--- src/rtl/iommu_ddtw_if.sv ---
// Single-beat 64-bit read port between the DDT walker and memory.
// The walker drives the request side, memory answers with grant and data.
interface iommu_ddtw_if #(
    parameter int ADDR_WIDTH = 56
);
    logic                  mem_req;
    logic [ADDR_WIDTH-1:0] mem_addr;
    logic                  mem_gnt;
    logic                  mem_rvalid;
    logic [63:0]           mem_rdata;
    logic                  mem_err;

    modport master (
        output mem_req, mem_addr,
        input  mem_gnt, mem_rvalid, mem_rdata, mem_err
    );

    modport slave (
        input  mem_req, mem_addr,
        output mem_gnt, mem_rvalid, mem_rdata, mem_err
    );
endinterface

--- src/rtl/iommu_ddtw.sv ---
// Device Directory Table walker: resolves a device_id to its 32-byte
// device context through a 1/2/3-level DDT, feeding the DDTC or a fault.
module iommu_ddtw #(
    parameter int ADDR_WIDTH = 56
) (
    input  logic          clk_i,
    input  logic          rst_ni,
    input  logic          init_i,
    input  logic [23:0]   did_i,
    input  logic [3:0]    ddtp_mode_i,
    input  logic [43:0]   ddtp_ppn_i,
    input  logic          flush_i,
    iommu_ddtw_if.master  bus,
    output logic          busy_o,
    output logic          ddtc_update_o,
    output logic [23:0]   ddtc_did_o,
    output logic [255:0]  ddtc_content_o,
    output logic          done_o,
    output logic          error_o,
    output logic [11:0]   cause_o
);
    typedef enum logic [2:0] {
        S_IDLE, S_CHECK, S_NL_REQ, S_NL_WAIT, S_LF_REQ, S_LF_WAIT, S_DONE
    } state_t;

    state_t                state_q, state_d;
    logic [23:0]           did_q, did_d;
    logic [3:0]            mode_q, mode_d;
    logic [43:0]           ppn_q, ppn_d;
    logic [1:0]            level_q, level_d;
    logic [ADDR_WIDTH-1:0] base_q, base_d;
    logic [1:0]            beat_q, beat_d;
    logic [255:0]          content_q, content_d;
    logic                  err_q, err_d;
    logic [11:0]           cause_q, cause_d;
    logic                  flush_q, flush_d;

    logic [11:0] chk_cause, nl_cause, tc_cause;
    logic [11:0] nl_off, lf_off;
    logic [55:0] root_full, next_full;
    logic        busy;

    // Fault classification for the mode/range check, non-leaf and leaf entries
    always_comb begin
        chk_cause = 12'd0;
        if (mode_q < 4'd2 || mode_q > 4'd4)
            chk_cause = 12'd259;
        else if (mode_q == 4'd2 && did_q[23:7] != 17'd0)
            chk_cause = 12'd260;
        else if (mode_q == 4'd3 && did_q[23:16] != 8'd0)
            chk_cause = 12'd260;

        nl_cause = 12'd0;
        if (bus.mem_err)
            nl_cause = 12'd257;
        else if (!bus.mem_rdata[0])
            nl_cause = 12'd258;
        else if (bus.mem_rdata[63:54] != 10'd0 || bus.mem_rdata[9:1] != 9'd0)
            nl_cause = 12'd259;

        // tc landed in beat 0, so it is already stored when beat 3 arrives
        tc_cause = 12'd0;
        if (!content_q[0])
            tc_cause = 12'd258;
        else if (content_q[63:32] != 32'd0)
            tc_cause = 12'd259;
    end

    // Table offsets: DDI2/DDI1 pick an 8-byte pointer, DDI0 a 32-byte DC
    always_comb begin
        nl_off    = (level_q == 2'd2) ? {1'b0, did_q[23:16], 3'b0}
                                      : {did_q[15:7], 3'b0};
        lf_off    = {did_q[6:0], 5'b0} + {7'b0, beat_q, 3'b0};
        root_full = {ppn_q, 12'h000};
        next_full = {bus.mem_rdata[53:10], 12'h000};
    end

    // State register
    always_ff @(posedge clk_i or negedge rst_ni) begin
        if (!rst_ni) state_q <= S_IDLE;
        else         state_q <= state_d;
    end

    // Next-state logic
    always_comb begin
        state_d = state_q;
        case (state_q)
            S_IDLE:    if (init_i) state_d = S_CHECK;
            S_CHECK: begin
                if (chk_cause != 12'd0)  state_d = S_DONE;
                else if (mode_q == 4'd2) state_d = S_LF_REQ;
                else                     state_d = S_NL_REQ;
            end
            S_NL_REQ:  if (bus.mem_gnt) state_d = S_NL_WAIT;
            S_NL_WAIT: begin
                if (bus.mem_rvalid) begin
                    if (nl_cause != 12'd0)  state_d = S_DONE;
                    else if (level_q == 2'd1) state_d = S_LF_REQ;
                    else                    state_d = S_NL_REQ;
                end
            end
            S_LF_REQ:  if (bus.mem_gnt) state_d = S_LF_WAIT;
            S_LF_WAIT: begin
                if (bus.mem_rvalid) begin
                    if (bus.mem_err || beat_q == 2'd3) state_d = S_DONE;
                    else                               state_d = S_LF_REQ;
                end
            end
            S_DONE:    state_d = S_IDLE;
            default:   state_d = S_IDLE;
        endcase
    end

    // Output decode; address is only driven while a request is up
    always_comb begin
        busy          = (state_q != S_IDLE);
        busy_o        = busy;
        bus.mem_req   = (state_q == S_NL_REQ) || (state_q == S_LF_REQ);
        bus.mem_addr  = '0;
        if (state_q == S_NL_REQ)
            bus.mem_addr = base_q + ADDR_WIDTH'(nl_off);
        else if (state_q == S_LF_REQ)
            bus.mem_addr = base_q + ADDR_WIDTH'(lf_off);
        done_o         = (state_q == S_DONE);
        error_o        = done_o && err_q;
        cause_o        = error_o ? cause_q : 12'd0;
        ddtc_update_o  = done_o && !err_q && !flush_q;
        ddtc_did_o     = ddtc_update_o ? did_q : 24'd0;
        ddtc_content_o = content_q;
    end

    // Walk datapath next-state: latched request, cursor, DC and fault
    always_comb begin
        did_d     = did_q;
        mode_d    = mode_q;
        ppn_d     = ppn_q;
        level_d   = level_q;
        base_d    = base_q;
        beat_d    = beat_q;
        content_d = content_q;
        err_d     = err_q;
        cause_d   = cause_q;
        flush_d   = flush_q;
        // An invalidation during the walk makes the fetched DC unsafe to cache
        if (state_q == S_DONE)   flush_d = 1'b0;
        else if (flush_i && busy) flush_d = 1'b1;
        case (state_q)
            S_IDLE: begin
                if (init_i) begin
                    did_d   = did_i;
                    mode_d  = ddtp_mode_i;
                    ppn_d   = ddtp_ppn_i;
                    err_d   = 1'b0;
                    cause_d = 12'd0;
                end
            end
            S_CHECK: begin
                level_d = 2'(mode_q - 4'd2);
                base_d  = ADDR_WIDTH'(root_full);
                beat_d  = 2'd0;
                if (chk_cause != 12'd0) begin
                    err_d   = 1'b1;
                    cause_d = chk_cause;
                end
            end
            S_NL_WAIT: begin
                if (bus.mem_rvalid) begin
                    if (nl_cause != 12'd0) begin
                        err_d   = 1'b1;
                        cause_d = nl_cause;
                    end else begin
                        base_d  = ADDR_WIDTH'(next_full);
                        level_d = level_q - 2'd1;
                    end
                end
            end
            S_LF_WAIT: begin
                if (bus.mem_rvalid) begin
                    if (bus.mem_err) begin
                        err_d   = 1'b1;
                        cause_d = 12'd257;
                    end else begin
                        content_d[{beat_q, 6'b0} +: 64] = bus.mem_rdata;
                        beat_d = beat_q + 2'd1;
                        if (beat_q == 2'd3 && tc_cause != 12'd0) begin
                            err_d   = 1'b1;
                            cause_d = tc_cause;
                        end
                    end
                end
            end
            default: ;
        endcase
    end

    // Walk datapath registers
    always_ff @(posedge clk_i or negedge rst_ni) begin
        if (!rst_ni) begin
            did_q     <= '0;
            mode_q    <= '0;
            ppn_q     <= '0;
            level_q   <= '0;
            base_q    <= '0;
            beat_q    <= '0;
            content_q <= '0;
            err_q     <= 1'b0;
            cause_q   <= '0;
            flush_q   <= 1'b0;
        end else begin
            did_q     <= did_d;
            mode_q    <= mode_d;
            ppn_q     <= ppn_d;
            level_q   <= level_d;
            base_q    <= base_d;
            beat_q    <= beat_d;
            content_q <= content_d;
            err_q     <= err_d;
            cause_q   <= cause_d;
            flush_q   <= flush_d;
        end
    end
endmodule

--- src/flat_wrapper.sv ---
// flat-port wrapper written by rule: the top's interface ports become plain ports
module iommu_ddtw_flat 
#(
    parameter int ADDR_WIDTH = 56
)
  (clk_i, rst_ni, init_i, did_i, ddtp_mode_i, ddtp_ppn_i, flush_i, busy_o, ddtc_update_o, ddtc_did_o, ddtc_content_o, done_o, error_o, cause_o, bus_mem_req, bus_mem_addr, bus_mem_gnt, bus_mem_rvalid, bus_mem_rdata, bus_mem_err);
  iommu_ddtw_if #(.ADDR_WIDTH(ADDR_WIDTH)) bus_i ();
  input  logic clk_i;
  input  logic rst_ni;
  input  logic init_i;
  input  logic [23:0] did_i;
  input  logic [3:0] ddtp_mode_i;
  input  logic [43:0] ddtp_ppn_i;
  input  logic flush_i;
  output logic busy_o;
  output logic ddtc_update_o;
  output logic [23:0] ddtc_did_o;
  output logic [255:0] ddtc_content_o;
  output logic done_o;
  output logic error_o;
  output logic [11:0] cause_o;
  output wire logic [$bits(bus_i.mem_req)-1:0] bus_mem_req;
  output wire logic [$bits(bus_i.mem_addr)-1:0] bus_mem_addr;
  input wire logic [$bits(bus_i.mem_gnt)-1:0] bus_mem_gnt;
  input wire logic [$bits(bus_i.mem_rvalid)-1:0] bus_mem_rvalid;
  input wire logic [$bits(bus_i.mem_rdata)-1:0] bus_mem_rdata;
  input wire logic [$bits(bus_i.mem_err)-1:0] bus_mem_err;
  assign bus_mem_req = bus_i.mem_req;
  assign bus_mem_addr = bus_i.mem_addr;
  assign bus_i.mem_gnt = bus_mem_gnt;
  assign bus_i.mem_rvalid = bus_mem_rvalid;
  assign bus_i.mem_rdata = bus_mem_rdata;
  assign bus_i.mem_err = bus_mem_err;
  iommu_ddtw #(.ADDR_WIDTH(ADDR_WIDTH)) u_core (.clk_i(clk_i), .rst_ni(rst_ni), .init_i(init_i), .did_i(did_i), .ddtp_mode_i(ddtp_mode_i), .ddtp_ppn_i(ddtp_ppn_i), .flush_i(flush_i), .bus(bus_i), .busy_o(busy_o), .ddtc_update_o(ddtc_update_o), .ddtc_did_o(ddtc_did_o), .ddtc_content_o(ddtc_content_o), .done_o(done_o), .error_o(error_o), .cause_o(cause_o));
endmodule
--- config.mk ---
export PLATFORM = sky130hd
export DESIGN_NAME = iommu_ddtw_flat
export DESIGN_NICKNAME = d
export VERILOG_FILES = /design/src/rtl/iommu_ddtw_if.sv /design/src/rtl/iommu_ddtw.sv /design/src/flat_wrapper.sv
export SDC_FILE = /design/constraint.sdc
export NUM_CORES = 1
export LEC_CHECK = 0
export ABC_CLOCK_PERIOD_IN_PS = 2200
export BUFFER_PORTS_ARGS = -buffer_cell sky130_fd_sc_hd__buf_2
export CAP_MARGIN = 30
export CORE_MARGIN = 10
export CORE_UTILIZATION = 25
export DETAILED_ROUTE_END_ITERATION = 16
export GPL_TIMING_DRIVEN = 1
export PLACE_DENSITY = 0.52
export RECOVER_POWER = 100
export SLEW_MARGIN = 20
export SYNTH_ARGS = -nofsm -noshare
export SYNTH_HDL_FRONTEND = slang
export SYNTH_SLANG_ARGS = --single-unit
--- constraint.sdc ---
create_clock -name clk_i -period 2.2 [get_ports clk_i]
set_input_delay 0.11 -clock clk_i [delete_from_list [all_inputs] [get_ports clk_i]]
set_output_delay 0.11 -clock clk_i [all_outputs]
set_load 0.05 [all_outputs]
# Yosys cells after proc, flatten, opt, wreduce, memory -nomap -nowiden
# Cells that the tools add are included.
[op_classes] n_shift=2 addsub=7 n_reduce_logical=33 n_lt_le_gt_ge=2 n_eq_ne=21 bitwise_logic=1 n_mux=52
[ops] operator="$bwmux W256" count=1
[ops] operator="$shift A64 B10 Y256 const A" count=1
[ops] operator="$shiftx A64 B10 Y256" count=1
[ops] operator="$mux W56" count=4
[ops] operator="$mux W12" count=14
[ops] operator="$add A56 B12 Y56" count=2
[ops] operator="$pmux W56 S2" count=1
[ops] operator="$pmux W12 S4" count=1
[ops] operator="$reduce_bool A12 Y1" count=3
[ops] operator="$reduce_bool A32 Y1" count=1
[ops] operator="$mux W3" count=9
[ops] operator="$mux W9" count=3
[ops] operator="$mux W24" count=1
[ops] operator="$pmux W3 S6" count=1
[ops] operator="$reduce_bool A17 Y1" count=1
[ops] operator="$ne A2 B2 Y1 const B" count=7
[ops] operator="$add A12 B5 Y12" count=1
[ops] operator="$mux W2" count=5
[ops] operator="$neg A8 Y10" count=1
[ops] operator="$reduce_bool A10 Y1" count=1
[ops] operator="$eq A3 B3 Y1 const B" count=3
[ops] operator="$mux W1" count=9
[ops] operator="$reduce_and A3 Y1" count=3
[ops] operator="$reduce_bool A9 Y1" count=1
[ops] operator="26 further kinds" count=43
[totals] in_bits=143 ff_bits=405

# Logic depth before layout (Yosys ltp)
[logic_depth] word_depth=9 depth_mapped=9 depth_no_buf=7

# Worst setup path before layout
# Ideal clock, no wire load.
[synth_path] path_kind="register -> output" start="register u_core.level_q[0]" end="output bus_mem_addr[10]" slack_ns=-0.100 arrival_ns=2.190 required_time_ns=2.090 stages_incl_launch_ff=6 path_buffers=1 path_cell_list="dfrtp_1 > inv_1 > ha_1 > buf_1 > mux2i_1 > o21ai_0"
[synth_between] elab_chain_len=4
[synth_rtl] item="from (decl)" line_no="iommu_ddtw.sv:30" text="logic [1:0] level_q, level_d;"
[synth_rtl] item="from (signal assigned)" line_no="iommu_ddtw.sv:213" text="level_q <= level_d;"
[synth_rtl] item="$eq A2 B2 Y1" line_no="iommu_ddtw.sv:71" text="nl_off = (level_q == 2'd2) ? {1'b0, did_q[23:16], 3'b0}"
[synth_rtl] item="$mux W12" line_no="iommu_ddtw.sv:71"
[synth_rtl] item="$add A56 B12 Y56" line_no="iommu_ddtw.sv:121" text="bus.mem_addr = base_q + ADDR_WIDTH'(nl_off);"
[synth_rtl] item="$mux W56" line_no="iommu_ddtw.sv:120" text="if (state_q == S_NL_REQ)"
[synth_rtl] item="to (decl)" line_no="flat_wrapper.sv:23" text="output wire logic [$bits(bus_i.mem_addr)-1:0] bus_mem_addr;"
# Every way passes these cells.

# Final worst setup path
[layout_path] start="register u_core.state_q[0]" end="output ddtc_did_o[12]"
[layout_between] elab_chain_len=4
[layout_rtl] item="from (decl)" line_no="iommu_ddtw.sv:26" text="state_t state_q, state_d;"
[layout_rtl] item="from (signal assigned)" line_no="iommu_ddtw.sv:81" text="else state_q <= state_d;"
[layout_rtl] item="$eq A3 B3 Y1" line_no="iommu_ddtw.sv:124" text="done_o = (state_q == S_DONE);"
[layout_rtl] item="$logic_and A1 B1 Y1 (2 in series)" line_no="iommu_ddtw.sv:127" text="ddtc_update_o = done_o && !err_q && !flush_q;"
[layout_rtl] item="$mux W24" line_no="iommu_ddtw.sv:128" text="ddtc_did_o = ddtc_update_o ? did_q : 24'd0;"
[layout_rtl] item="to (decl)" line_no="flat_wrapper.sv:17" text="output logic [23:0] ddtc_did_o;"
# Every way passes these cells.

==> results.txt <==
----------------------------------------------------
[Die]
  Die width ... 277 um
  Initial core utilization ... 0.252
  Area of the die ... 76,900 sq um
  Number of standard-cell rows in the floorplan ... 94
  Count of boundary I/O pins ... 496
  Die extent in y ... 277 um
  Standard cell core area ... 65,700 sq um

[STA]
  Final number of setup-violating endpoints ... 11
  Max Clock Skew ... 13.0 ps
  Total count of max-transition violations in the final report ... 0
  Unrepaired setup endpoints after global routing ... yes
  Post-route worst hold slack ... 44.2 ps
  Worst path setup slack after routing ... -35.8 ps
  Measured slew at the worst slew-check pin ... 1490 ps
  Final worst path period share ... 1.02
  Shortest period the worst path allows ... 2240 ps
  Relative slew slack ... 0.00841
  Maximum clock frequency ... 447 MHz
  Final Hold Fails ... 0

[Pwr]
  Leakage power summed over all cells ... 10.7 nW
  Power per standard cell area ... 1310 nW/um^2
  Worst supply voltage drop on vdd ... 0.000729 V
  Total design power ... 31.8 mW

[Detailed routing]
  Routed wire per std cell ... 20.7 um
  Total length of routed wires ... 68,100 um
  Detail-routed via count per cell ... 4.55
  Vias post-DR ... 15,000
  Routed Antenna Nets ... 0
  Number of remaining DRC errors ... 0
  Number of optimization iterations in the first detailed-route pass ... 5
  Violation count after the first detailed-route iteration ... 904

[Clock network]
  Clock H-tree levels ... 2
  Clock Tree Buf Depth ... 3
  Insertion delay of the later-clocked pin in the worst-skew pair ... 560 ps
  CTS tree ... built
  CTS clock-pin slew for the worst setup and hold paths ... 60 ps
  CTS root buffer ... sky130_fd_sc_hd__clkbuf_16
  Clock sink count ... 385
  Num CTS Buffers ... 46

[GRT]
  Number of antenna violations at the first check in global routing ... 3
  GR Layer Usage met3 ... 0.0400
  Number of global-route vias before repair ... 15,600
  Overflow left after global routing ... 0
  Met2 track utilization from global routing ... 0.284
  Pin count of the biggest net entering global routing ... 89
  GR Util met1 ... 0.200
  Most used routing layer in global routing ... met2
  Wire length of the first global-routing pass ... 99,600 um
  Overall routing resource usage ... 0.165

[Worst setup path]
  Startpoint type of the worst setup path ... register
  Maximum single-stage delay on the critical path ... 420 ps
  Worst Setup End Kind ... output pin
  Required time reported for the critical path endpoint ... 2090 ps
  CP cell instances ... buf_6 -> nor4_4 -> buf_4 -> buf_8 -> and2_1 -> buf_6
  First element of the critical path ... u_core.state_q[0]
  Kind of cell adding the most delay to the critical path ... buffers and inverters
  Worst r2r src ... u_core.state_q[1]
  CP arrival ... 2130 ps
  Worst path most repeated cell ... sky130_fd_sc_hd__buf_6
  Max stage delay cell, worst path ... sky130_fd_sc_hd__dfrtp_1
  Type of the setup path with the least slack ... register to output pin
  Count of buffer and inverter cells on the critical path ... 4
  Critical Path Fanout Max ... 7

[Logic synthesis]
  Largest area contributor in the synthesized netlist ... sky130_fd_sc_hd__dfrtp_1
  Share of the synthesized area in the top cell type ... 0.582
  Cell area after synthesis ... 16,600 sq um
  Leading cell types by count after synthesis ... sky130_fd_sc_hd__nand2_1, sky130_fd_sc_hd__dfrtp_1, sky130_fd_sc_hd__o21ai_0
  Async set-reset flop share out of synthesis ... 1.00
  Post-synthesis sequential element count ... 385
  Cell variety after synth ... 44
  Synth Warn # ... 0
  Gate Count Post-Synth ... 1,732
  Top_reg_cell synth ... sky130_fd_sc_hd__dfrtp_1
  Most common cell in the netlist ... sky130_fd_sc_hd__nand2_1
  Top area cells in the synthesized netlist ... sky130_fd_sc_hd__dfrtp_1, sky130_fd_sc_hd__nand2_1, sky130_fd_sc_hd__o21ai_0
  Average instance area after synthesis ... 9.56 sq um
  Number of enable flip-flop cells after synthesis ... 0
  Sequential fraction of the synthesis area ... 0.582

[Final layout]
  Area growth from synthesis to layout ... 46.2%
  Core utilization of the finished layout ... 0.368
  Layout cells sized above 1 ... 0.230
  Final Cell Area ... 24,200 sq um
  Count of nets after finishing ... 2,542

[Worst hold path]
  Worst min path class ... input pin to register
  Beginning of the worst hold path ... init_i

[Placement]
  Final GP Congestion ... 0.827
  Pre-CTS setup slack ... -72.3 ps
  Port Buffers ... 484
  Placed standard-cell area ... 20,500 sq um
  Half-perimeter wire length of the detailed placement result ... 46,800 um

[Job]
  # Max-Cap Violations ... 0

[Outcome]
  Failing checks ... negative setup slack
  Status ... finished with violations

----------------------------------------------------
tightest hold or removal path: cells and delay by family:
kind	cells	cell delay, ps
AO/OA/AOI/OAI	2	340
buffers and inverters	1	110
flip-flops by register name, summed over array words and instances (netlist names):
signal,count
u_core.ddtc_content_o,256
u_core.base_q,44
u_core.ppn_q,44
u_core.did_q,24
u_core.cause_q,4
u_core.mode_q,4
u_core.state_q,3
u_core.beat_q,2
u_core.level_q,2
u_core.err_q,1
u_core.flush_q,1
routing by layer:
layer | up-vias | routed length, um
met5 | - | 23
met4 | 4 | 1930
met3 | 124 | 4380
met2 | 524 | 33600
met1 | 7312 | 28200
li1 | 7030 | -
metrics by stage:
step                      TNS (ps)  instances
after global routing        -13960       3291
after global placement        -141       3040
final                         -211       3292
after CTS                     -408       3266
after floorplan              -1210       1742
after detailed placement      -246       3041
repair_timing:
action	4_1_cts	5_1_grt
hold buffers	140	0
buffers inserted	2	19
cloned	0	6
endpoints found under the setup margin	83	93
pin swaps	3	10
hold endpoints to repair	640	0
gates resized for setup	122	181
layout make-up:
type | count | area (sq um)
Antenna cell | 2 | 5.00
Clock buffer | 69 | 1400
Clock inverter | 14 | 183
Fill cell | 6623 | 41500
Inverter | 11 | 41.3
Multi-Input combinational cell | 1218 | 6760
Sequential cell | 385 | 9640
Tap cell | 864 | 1080
Timing Repair Buffer | 729 | 5090
cell families after synthesis:
| logic type | after synthesis | synth area share |
|---|---|---|
| AND/OR/NAND/NOR | 723 | 0.183 |
| AO/OA/AOI/OAI | 347 | 0.108 |
| buffers and inverters | 139 | 0.0372 |
| flip-flops | 385 | 0.582 |
| other | 1 | 0.000227 |
| adder cells (fa/ha/maj) | 8 | 0.00605 |
| multiplexers | 129 | 0.0838 |
path summary, 6_finish.rpt:
path                       slack [ps]  depth (start not counted)                    endpoint
max                               -40                          6              ddtc_did_o[12]
max in group asynchronous         280                          3           u_core.state_q[2]
max reg2reg                        20                         10  u_core.ddtc_content_o[242]
min reg2reg                       480                          2  u_core.ddtc_content_o[120]
min in group asynchronous         430                          2  u_core.ddtc_content_o[172]
min                                40                          3           u_core.state_q[0]
power by group:
| part | switching, mW | total, mW | internal [mW] |
|---|---|---|---|
| Sequential | 1.28 | 10.1 | 8.79 |
| Clock | 3.07 | 7.93 | 4.86 |
| Combinational | 9.01 | 13.8 | 4.77 |
cells in the final DEF, fill, tap and decap left out, drive strengths merged, types with 13 or more instances in the layout:
cell type | Yosys | final
nor2b | 47 | 47
nor2 | 18 | 18
nor4 | 18 | 18
dfrtp | 385 | 385
dlygate4sd3 | 0 | 140
mux2 | 76 | 76
nand2 | 586 | 586
o21ai | 319 | 319
and2 | 25 | 25
buf | 55 | 303
mux2i | 53 | 53
clkbuf | 73 | 355
a21oi | 13 | 13
Note: power is estimated with default switching activity, not from simulation.
